## config.mk

```make
export PLATFORM = sky130hd
export DESIGN_NAME = rv_sdram_bridge
export DESIGN_NICKNAME = d
export VERILOG_FILES = /design/src/rtl/rv_sdram_bridge_pkg.sv /design/src/rtl/rv_sdram_bridge.sv
export SDC_FILE = /design/constraint.sdc
export NUM_CORES = 1
export LEC_CHECK = 0
export CORE_ASPECT_RATIO = 0.5
export CORE_MARGIN = 8
export CORE_UTILIZATION = 30
export CTS_BUF_LIST = sky130_fd_sc_hd__clkbuf_4 sky130_fd_sc_hd__clkbuf_8
export CTS_CLUSTER_SIZE = 14
export DETAILED_ROUTE_END_ITERATION = 12
export SLEW_MARGIN = 0
export SYNTH_ARGS = -nofsm -noshare
export SYNTH_HDL_FRONTEND = slang
export SYNTH_SLANG_ARGS = --single-unit
```

## constraint.sdc

```tcl
create_clock -name clk -period 2.7 [get_ports clk]
set_input_delay 0.81 -clock clk [delete_from_list [all_inputs] [get_ports clk]]
set_output_delay 0.81 -clock clk [all_outputs]
set_load 0.005 [all_outputs]
```

## src/rtl/rv_sdram_bridge_pkg.sv

```systemverilog
// Shared constants for the RISC-V to SDRAM bridge: port widths, FSM state
// encodings and half-word selectors.
package configPackage;
    localparam int RV_AW = 20;
    localparam int RV_DW = 16;
    localparam int MEM_W = 32;

    localparam logic [2:0] ST_SYNC = 3'd0;
    localparam logic [2:0] ST_IDLE = 3'd1;
    localparam logic [2:0] ST_WAIT = 3'd2;
    localparam logic [2:0] ST_CAPT = 3'd3;
    localparam logic [2:0] ST_RESP = 3'd4;

    localparam logic HALF_LO = 1'b0;
    localparam logic HALF_HI = 1'b1;
endpackage

```

## src/rtl/rv_sdram_bridge.sv

```systemverilog
// Splits 32-bit core requests into one or two 16-bit accesses on the SDRAM
// controller's toggle-handshake port and returns the assembled word.
module rv_sdram_bridge
    import configPackage::*;
#(
    parameter int ADDR_BITS       = 21,
    parameter bit SKIP_EMPTY_HALF = 1'b1
) (
    input  logic             clk,
    input  logic             reset,
    input  logic             mem_valid,
    input  logic [MEM_W-1:0] mem_addr,
    input  logic [MEM_W-1:0] mem_wdata,
    input  logic [3:0]       mem_wstrb,
    output logic             mem_ready,
    output logic [MEM_W-1:0] mem_rdata,
    output logic [RV_AW-1:0] rv_addr,
    output logic [RV_DW-1:0] rv_din,
    output logic [1:0]       rv_ds,
    output logic             rv_we,
    output logic             rv_req,
    input  logic             rv_req_ack,
    input  logic [RV_DW-1:0] rv_dout,
    output logic [2:0]       o_dbg_state
);
    // Core side: mem_valid is held until a one-cycle mem_ready; SDRAM side: a
    // request is outstanding while rv_req != rv_req_ack, and only one at a time.
    logic [2:0]           r_state;
    logic [ADDR_BITS-3:0] r_word;
    logic [MEM_W-1:0]     r_wdata;
    logic [3:0]           r_wstrb;
    logic                 r_half;
    logic [RV_DW-1:0]     r_rdata_lo;

    logic w_is_wr;
    logic w_start_half;
    logic w_wr_latched;
    logic w_need_hi;
    logic w_ack_eq;
    logic w_unused_addr;

    assign w_is_wr       = |mem_wstrb;
    assign w_start_half  = (w_is_wr && SKIP_EMPTY_HALF && (mem_wstrb[1:0] == 2'b00)) ? HALF_HI : HALF_LO;
    assign w_wr_latched  = |r_wstrb;
    assign w_need_hi     = !w_wr_latched || !SKIP_EMPTY_HALF || (r_wstrb[3:2] != 2'b00);
    assign w_ack_eq      = (rv_req_ack == rv_req);
    assign w_unused_addr = ^{mem_addr[MEM_W-1:ADDR_BITS], mem_addr[1:0]};
    assign o_dbg_state   = r_state;

    always_ff @(posedge clk) begin
        if (reset) begin
            r_state    <= ST_SYNC;
            r_word     <= '0;
            r_wdata    <= '0;
            r_wstrb    <= '0;
            r_half     <= HALF_LO;
            r_rdata_lo <= '0;
            mem_ready  <= 1'b0;
            mem_rdata  <= '0;
            rv_addr    <= '0;
            rv_din     <= '0;
            rv_ds      <= '0;
            rv_we      <= 1'b0;
            rv_req     <= 1'b0;
        end else begin
            mem_ready <= 1'b0;
            case (r_state)
                // Absorbs an ack that was still in flight when reset hit.
                ST_SYNC: if (w_ack_eq) r_state <= ST_IDLE;
                ST_IDLE: begin
                    if (mem_valid) begin
                        r_word  <= mem_addr[ADDR_BITS-1:2];
                        r_wdata <= mem_wdata;
                        r_wstrb <= mem_wstrb;
                        r_half  <= w_start_half;
                        rv_addr <= RV_AW'({mem_addr[ADDR_BITS-1:2], w_start_half});
                        rv_we   <= w_is_wr;
                        rv_ds   <= w_is_wr ? (w_start_half ? mem_wstrb[3:2] : mem_wstrb[1:0]) : 2'b11;
                        rv_din  <= w_start_half ? mem_wdata[31:16] : mem_wdata[15:0];
                        rv_req  <= ~rv_req;
                        r_state <= ST_WAIT;
                    end
                end
                ST_WAIT: if (w_ack_eq) r_state <= ST_CAPT;
                ST_CAPT: begin
                    if (!w_wr_latched) begin
                        if (r_half == HALF_LO) r_rdata_lo <= rv_dout;
                        else                   mem_rdata  <= {rv_dout, r_rdata_lo};
                    end
                    if (r_half == HALF_LO && w_need_hi) begin
                        r_half  <= HALF_HI;
                        rv_addr <= RV_AW'({r_word, HALF_HI});
                        rv_ds   <= w_wr_latched ? r_wstrb[3:2] : 2'b11;
                        rv_din  <= r_wdata[31:16];
                        rv_req  <= ~rv_req;
                        r_state <= ST_WAIT;
                    end else begin
                        mem_ready <= 1'b1;
                        r_state   <= ST_RESP;
                    end
                end
                ST_RESP: r_state <= ST_IDLE;
                default: r_state <= ST_SYNC;
            endcase
        end
    end
endmodule

```

==> After elaboration in Yosys (flattened, before gate mapping) <==
Index checks and enable logic that the tools add are counted.
{ "word_totals": {"in_bits": 88, "output_inout_bits": 76, "mem_bits_rw": 0, "elab_cells": 68, "romBits": 0, "ff_bits": 148, "latch_bits": 0, "n_memories": 0} }
{ "op_classes": {"eq_ne": 9, "shifts": 0, "n_mux": 26, "mul": 0, "addsub": 0, "n_lt_le_gt_ge": 0, "n_div": 0, "reduce_logical": 16, "bitwise": 4} }
{ "ops": {"columns": ["operator", "n"], "rows": [
  ["$mux W16", 3],
  ["$mux W20", 2],
  ["$pmux W20 S2", 1],
  ["$pmux W16 S2", 1],
  ["$pmux W3 S5", 1],
  ["$mux W3", 4],
  ["$reduce_and A3 Y1", 4],
  ["$mux W2", 5],
  ["$ne A2 B2 Y1 const B", 4],
  ["$reduce_or A4 Y1", 2],
  ["$eq A3 B2 Y1 const B", 2],
  ["$mux W1", 6],
  ["$not A1 Y1", 4],
  ["$pmux W1 S2", 2],
  ["$pmux W2 S2", 1],
  ["$reduce_bool A2 Y1", 2],
  ["$eq A3 B1 Y1 const B", 1],
  ["$eq A3 B3 Y1 const B", 1],
  ["$logic_not A3 Y1", 1],
  ["$logic_and A1 B1 Y1", 2],
  ["$logic_not A2 Y1", 1],
  ["$reduce_and A2 Y1", 1],
  ["$reduce_or A2 Y1", 1],
  ["$eq A1 B1 Y1", 1],
  ["other kinds (2)", 2]
]} }

==> Logic depth before layout (Yosys ltp) <==
{ "logic_depth": {"ltp_word": 7, "depth_mapped": 7, "depth_no_buf": 4} }

==> Least setup slack after synthesis <==
No wires, ideal clock.
{ "synth_path": {"path_kind": "input to register", "startpoint": "input mem_wstrb[3]", "endpoint": "register rv_din[8]", "path_slack_ns": 0.644, "t_arrival_ns": 1.955, "n_path_buf": 2, "setup_ns": 0.101, "required_ns": 2.599, "cell_stages": 6, "cell_sequence": "or2_1 -> clkbuf_1 -> nand2_2 -> buf_1 -> a211oi_1 -> o41ai_1"} }
{ "synth_via": {"elab_chain_len": 6} }
{ "synth_lines": {"columns": ["item", "line_no", "rtl"], "rows": [
  ["start, declared", "rv_sdram_bridge.sv:14", "input logic [3:0] mem_wstrb,"],
  ["$reduce_or A4 Y1", "rv_sdram_bridge.sv:42", "assign w_is_wr = |mem_wstrb;"],
  ["$logic_and A1 B1 Y1", "rv_sdram_bridge.sv:43", "assign w_start_half = (w_is_wr && SKIP_EMPTY_HALF && (mem_wstrb[1:0] == 2'b00)) ? HALF_HI : HALF_LO;"],
  ["$mux W1", "rv_sdram_bridge.sv:43", null],
  ["$mux W16", "rv_sdram_bridge.sv:79", "rv_din <= w_start_half ? mem_wdata[31:16] : mem_wdata[15:0];"],
  ["$mux W16", "rv_sdram_bridge.sv:71", "if (mem_valid) begin"],
  ["$pmux W16 S2", "rv_sdram_bridge.sv:67", "case (r_state)"],
  ["end signal, assigned", "rv_sdram_bridge.sv:79", null],
  ["end signal, assigned", "rv_sdram_bridge.sv:94", "rv_din <= r_wdata[31:16];"],
  ["end, declared", "rv_sdram_bridge.sv:18", "output logic [RV_DW-1:0] rv_din,"]
]} }
Every way passes these cells. The select of a mux whose other input is x is not followed.
A chain may end at the register's enable or synchronous reset.

==> flow_summary.json <==
{
  "ys_async_sr_fraction_pct": 0,
  "setup_viol": 0,
  "whs_path_depth": 2,
  "min_path_type": "flip-flop to flip-flop",
  "cts_buffer_depth": 2,
  "holdPathEnd": "mem_rdata[4]$_SDFFE_PP0P_",
  "met2_length_mm": 8.483,
  "fmax_mhz": 414.5,
  "relSlewSlack_pct": 67.09,
  "synth-edff-count": 0,
  "ctsRootBufferMaster": "clkbuf_8",
  "drt-total-wl_mm": 16.63,
  "dr.pass1.iters": 5,
  "synth.top_cells.by_area": "dfxtp_1, nand2_1, a21oi_1, mux2i_1, a311oi_1",
  "io_buffer_count": 150,
  "place_congestion": 0.7373,
  "grt_pass1_vias": 5043,
  "cp_num_buf_inv": 1,
  "numCtsBuffers": 17,
  "core_area_um2": 17400,
  "cts_hold_buf": 0,
  "synth_most_common_cell": "nand2_1",
  "status": "finished, final reports clean",
  "synth_cell_types": 42,
  "power_mw": 4.177,
  "drt_iter0_drc": 262,
  "hpwl_mm": 11.09,
  "synth_top_cell_area_share_pct": 49.09,
  "clk_latency_ns": 0.43,
  "remaining_drc_errors": 0,
  "start_util_pct": 30.71,
  "reg2reg_to": "rv_din[3]$_SDFFE_PP0P_",
  "fin_ws_ns": 0.2873,
  "cp.required_ns": 1.89,
  "r2r_start": "o_dbg_state[0]$_SDFFE_PP0P_",
  "met1_length_mm": 7.211,
  "cts_tree": "yes",
  "max_stage_delay_ns": 0.63,
  "dieArea_um2": 22590,
  "period_needed_ns": 2.413,
  "p_leak_nw": 2.625,
  "synth-main-ff-cell": "dfxtp_1",
  "cts_setup_buffers": 0,
  "p_per_area_nw_per_um2": 559.1,
  "ys_top_cells_by_count": "nand2_1, dfxtp_1, a21oi_1",
  "timing.hold.ws_ns": 0.4489,
  "crit_path_cell_trace": "clkdlybuf4s50_1",
  "die_height_um": 110.4,
  "rows": 34,
  "grt_usage_pct": 14.63,
  "grt_antenna_before_repair": 0,
  "grt_overflow_total": 0,
  "grt_pass1_wl_mm": 26.62,
  "grt_max_degree": 52,
  "vias": 4996,
  "rsz0062_at_grt": "false",
  "hold_viol_final": 0,
  "rrSetupSlack_ns": 0.81,
  "nets": 863,
  "worstMarginPinSlew_ns": 0.4915,
  "avgSynthCellArea_um2": 8.348,
  "drv_slew": 0,
  "start_kind": "flip-flop",
  "placed_cells": 990,
  "cp_data_arrival_time_ns": 1.60,
  "syn-cell-area_um2": 5343,
  "period_share_pct": 89.36,
  "synth-seq-area-share_pct": 49.09,
  "crit_type": "flip-flop to output port",
  "insertedDiodeCount": 0,
  "yosysTopAreaCell": "dfxtp_1",
  "final_area_um2": 7471,
  "clkSlewWorstSetupHoldPaths_ns": 0.07,
  "area_growth_pct": 39.84,
  "critPathMaxFanout": 6,
  "maxCapViolations": 0,
  "routed.top_layer": "met4",
  "pre_cts_ws_ns": 0.09401,
  "wl_met3_um": 784,
  "ys_ff_latch": 131,
  "syn-num-nets": 728,
  "vias_per_cell": 4.908,
  "layout-drive-gt1-share_pct": 8.673,
  "pin_count": 164,
  "dieWidth_um": 204.7,
  "h-tree-depth": 4,
  "peakVddDrop_mv": 0.3239,
  "postSynthCellCount": 640,
  "ant_nets": 0,
  "crit_family": "buffers and inverters",
  "holdCritStartpoint": "r_rdata_lo[4]$_SDFFE_PP0P_",
  "wl_per_cell_um": 16.34,
  "rr_worst_depth": 5,
  "fin_util_pct": 42.94,
  "placed_area_um2": 7137,
  "crit_path_end_kind": "output port",
  "cts.sinks": 131,
  "instances_no_fill": 1018,
  "cp_slowest_cell": "clkdlybuf4s50_1",
  "synth_warnings": 0,
  "cts_resized": 0,
  "fin_setup_tns_ns": 0,
  "fin_skew_ns": 0.01516
}
## placed cells by master, fill, tap and decap left out, drive strengths merged, types with 18 or more instances in the layout
| cell | n |
|---|---|
| a211oi | 18 |
| a21oi | 74 |
| a311oi | 19 |
| buf | 22 |
| clkbuf | 23 |
| clkdlybuf4s50 | 149 |
| dfxtp | 131 |
| nand2 | 182 |
| nor2 | 40 |
| nor3 | 26 |
## metal layers
metal  vias to the layer above  track usage (%)
met1                      2401            17.05
li1                       2497                -
met4                         0            4.650
met3                        11            3.705
met5                         -                0
met2                        87            26.41
## power breakdown
group	switching, mW	internal, mW
Sequential	0.0590	2.02
Combinational	0.302	0.335
Clock	0.729	0.729
Total	1.09	3.09
## registers in the layout, summed over array words and instances (netlist names), 2 cells and up
signal / flops
r_rdata_lo: 16
r_word: 19
mem_rdata: 32
o_dbg_state: 3
r_wstrb: 4
rv_addr: 19
r_wdata: 16
rv_din: 16
rv_ds: 2
## logic make-up (layout without fill, tap and decap cells)
| logic type | count (synthesis) | after routing | share of synthesized area (%) |
|---|---|---|---|
| AND/OR/NAND/NOR | 298 | 298 | 25.46 |
| AO/OA/AOI/OAI | 136 | 136 | 17.73 |
| XOR/XNOR | 1 | 1 | 0.1640 |
| multiplexers | 17 | 17 | 3.185 |
| flip-flops | 131 | 131 | 49.09 |
| buffers and inverters | 57 | 201 | 4.379 |
## worst max-delay path by stage
stage                   startpoint                      end  cells after the start
2_1_floorplan         mem_wstrb[3]   rv_din[8]$_SDFFE_PP0P_                      6
3_3_place_gp          mem_wstrb[3]  rv_din[13]$_SDFFE_PP0P_                      5
3_5_place_dp          mem_wstrb[2]  rv_din[10]$_SDFFE_PP0P_                      5
4_1_cts        r_half$_SDFFE_PP0P_               rv_addr[0]                      1
5_1_grt        r_half$_SDFFE_PP0P_               rv_addr[0]                      1
6_report       r_half$_SDFFE_PP0P_               rv_addr[0]                      1
## layout make-up
cell class                 count  area (µm²)
inverter                       2       7.507
tap                          234       292.8
clock inverter                 5       30.03
sequential                   131        2623
multi-input combinational    452        2507
fill                        1739        9928
timing repair buffer         171        1707
clock buffer                  23       304.0
(Power assumes the default switching activity.)
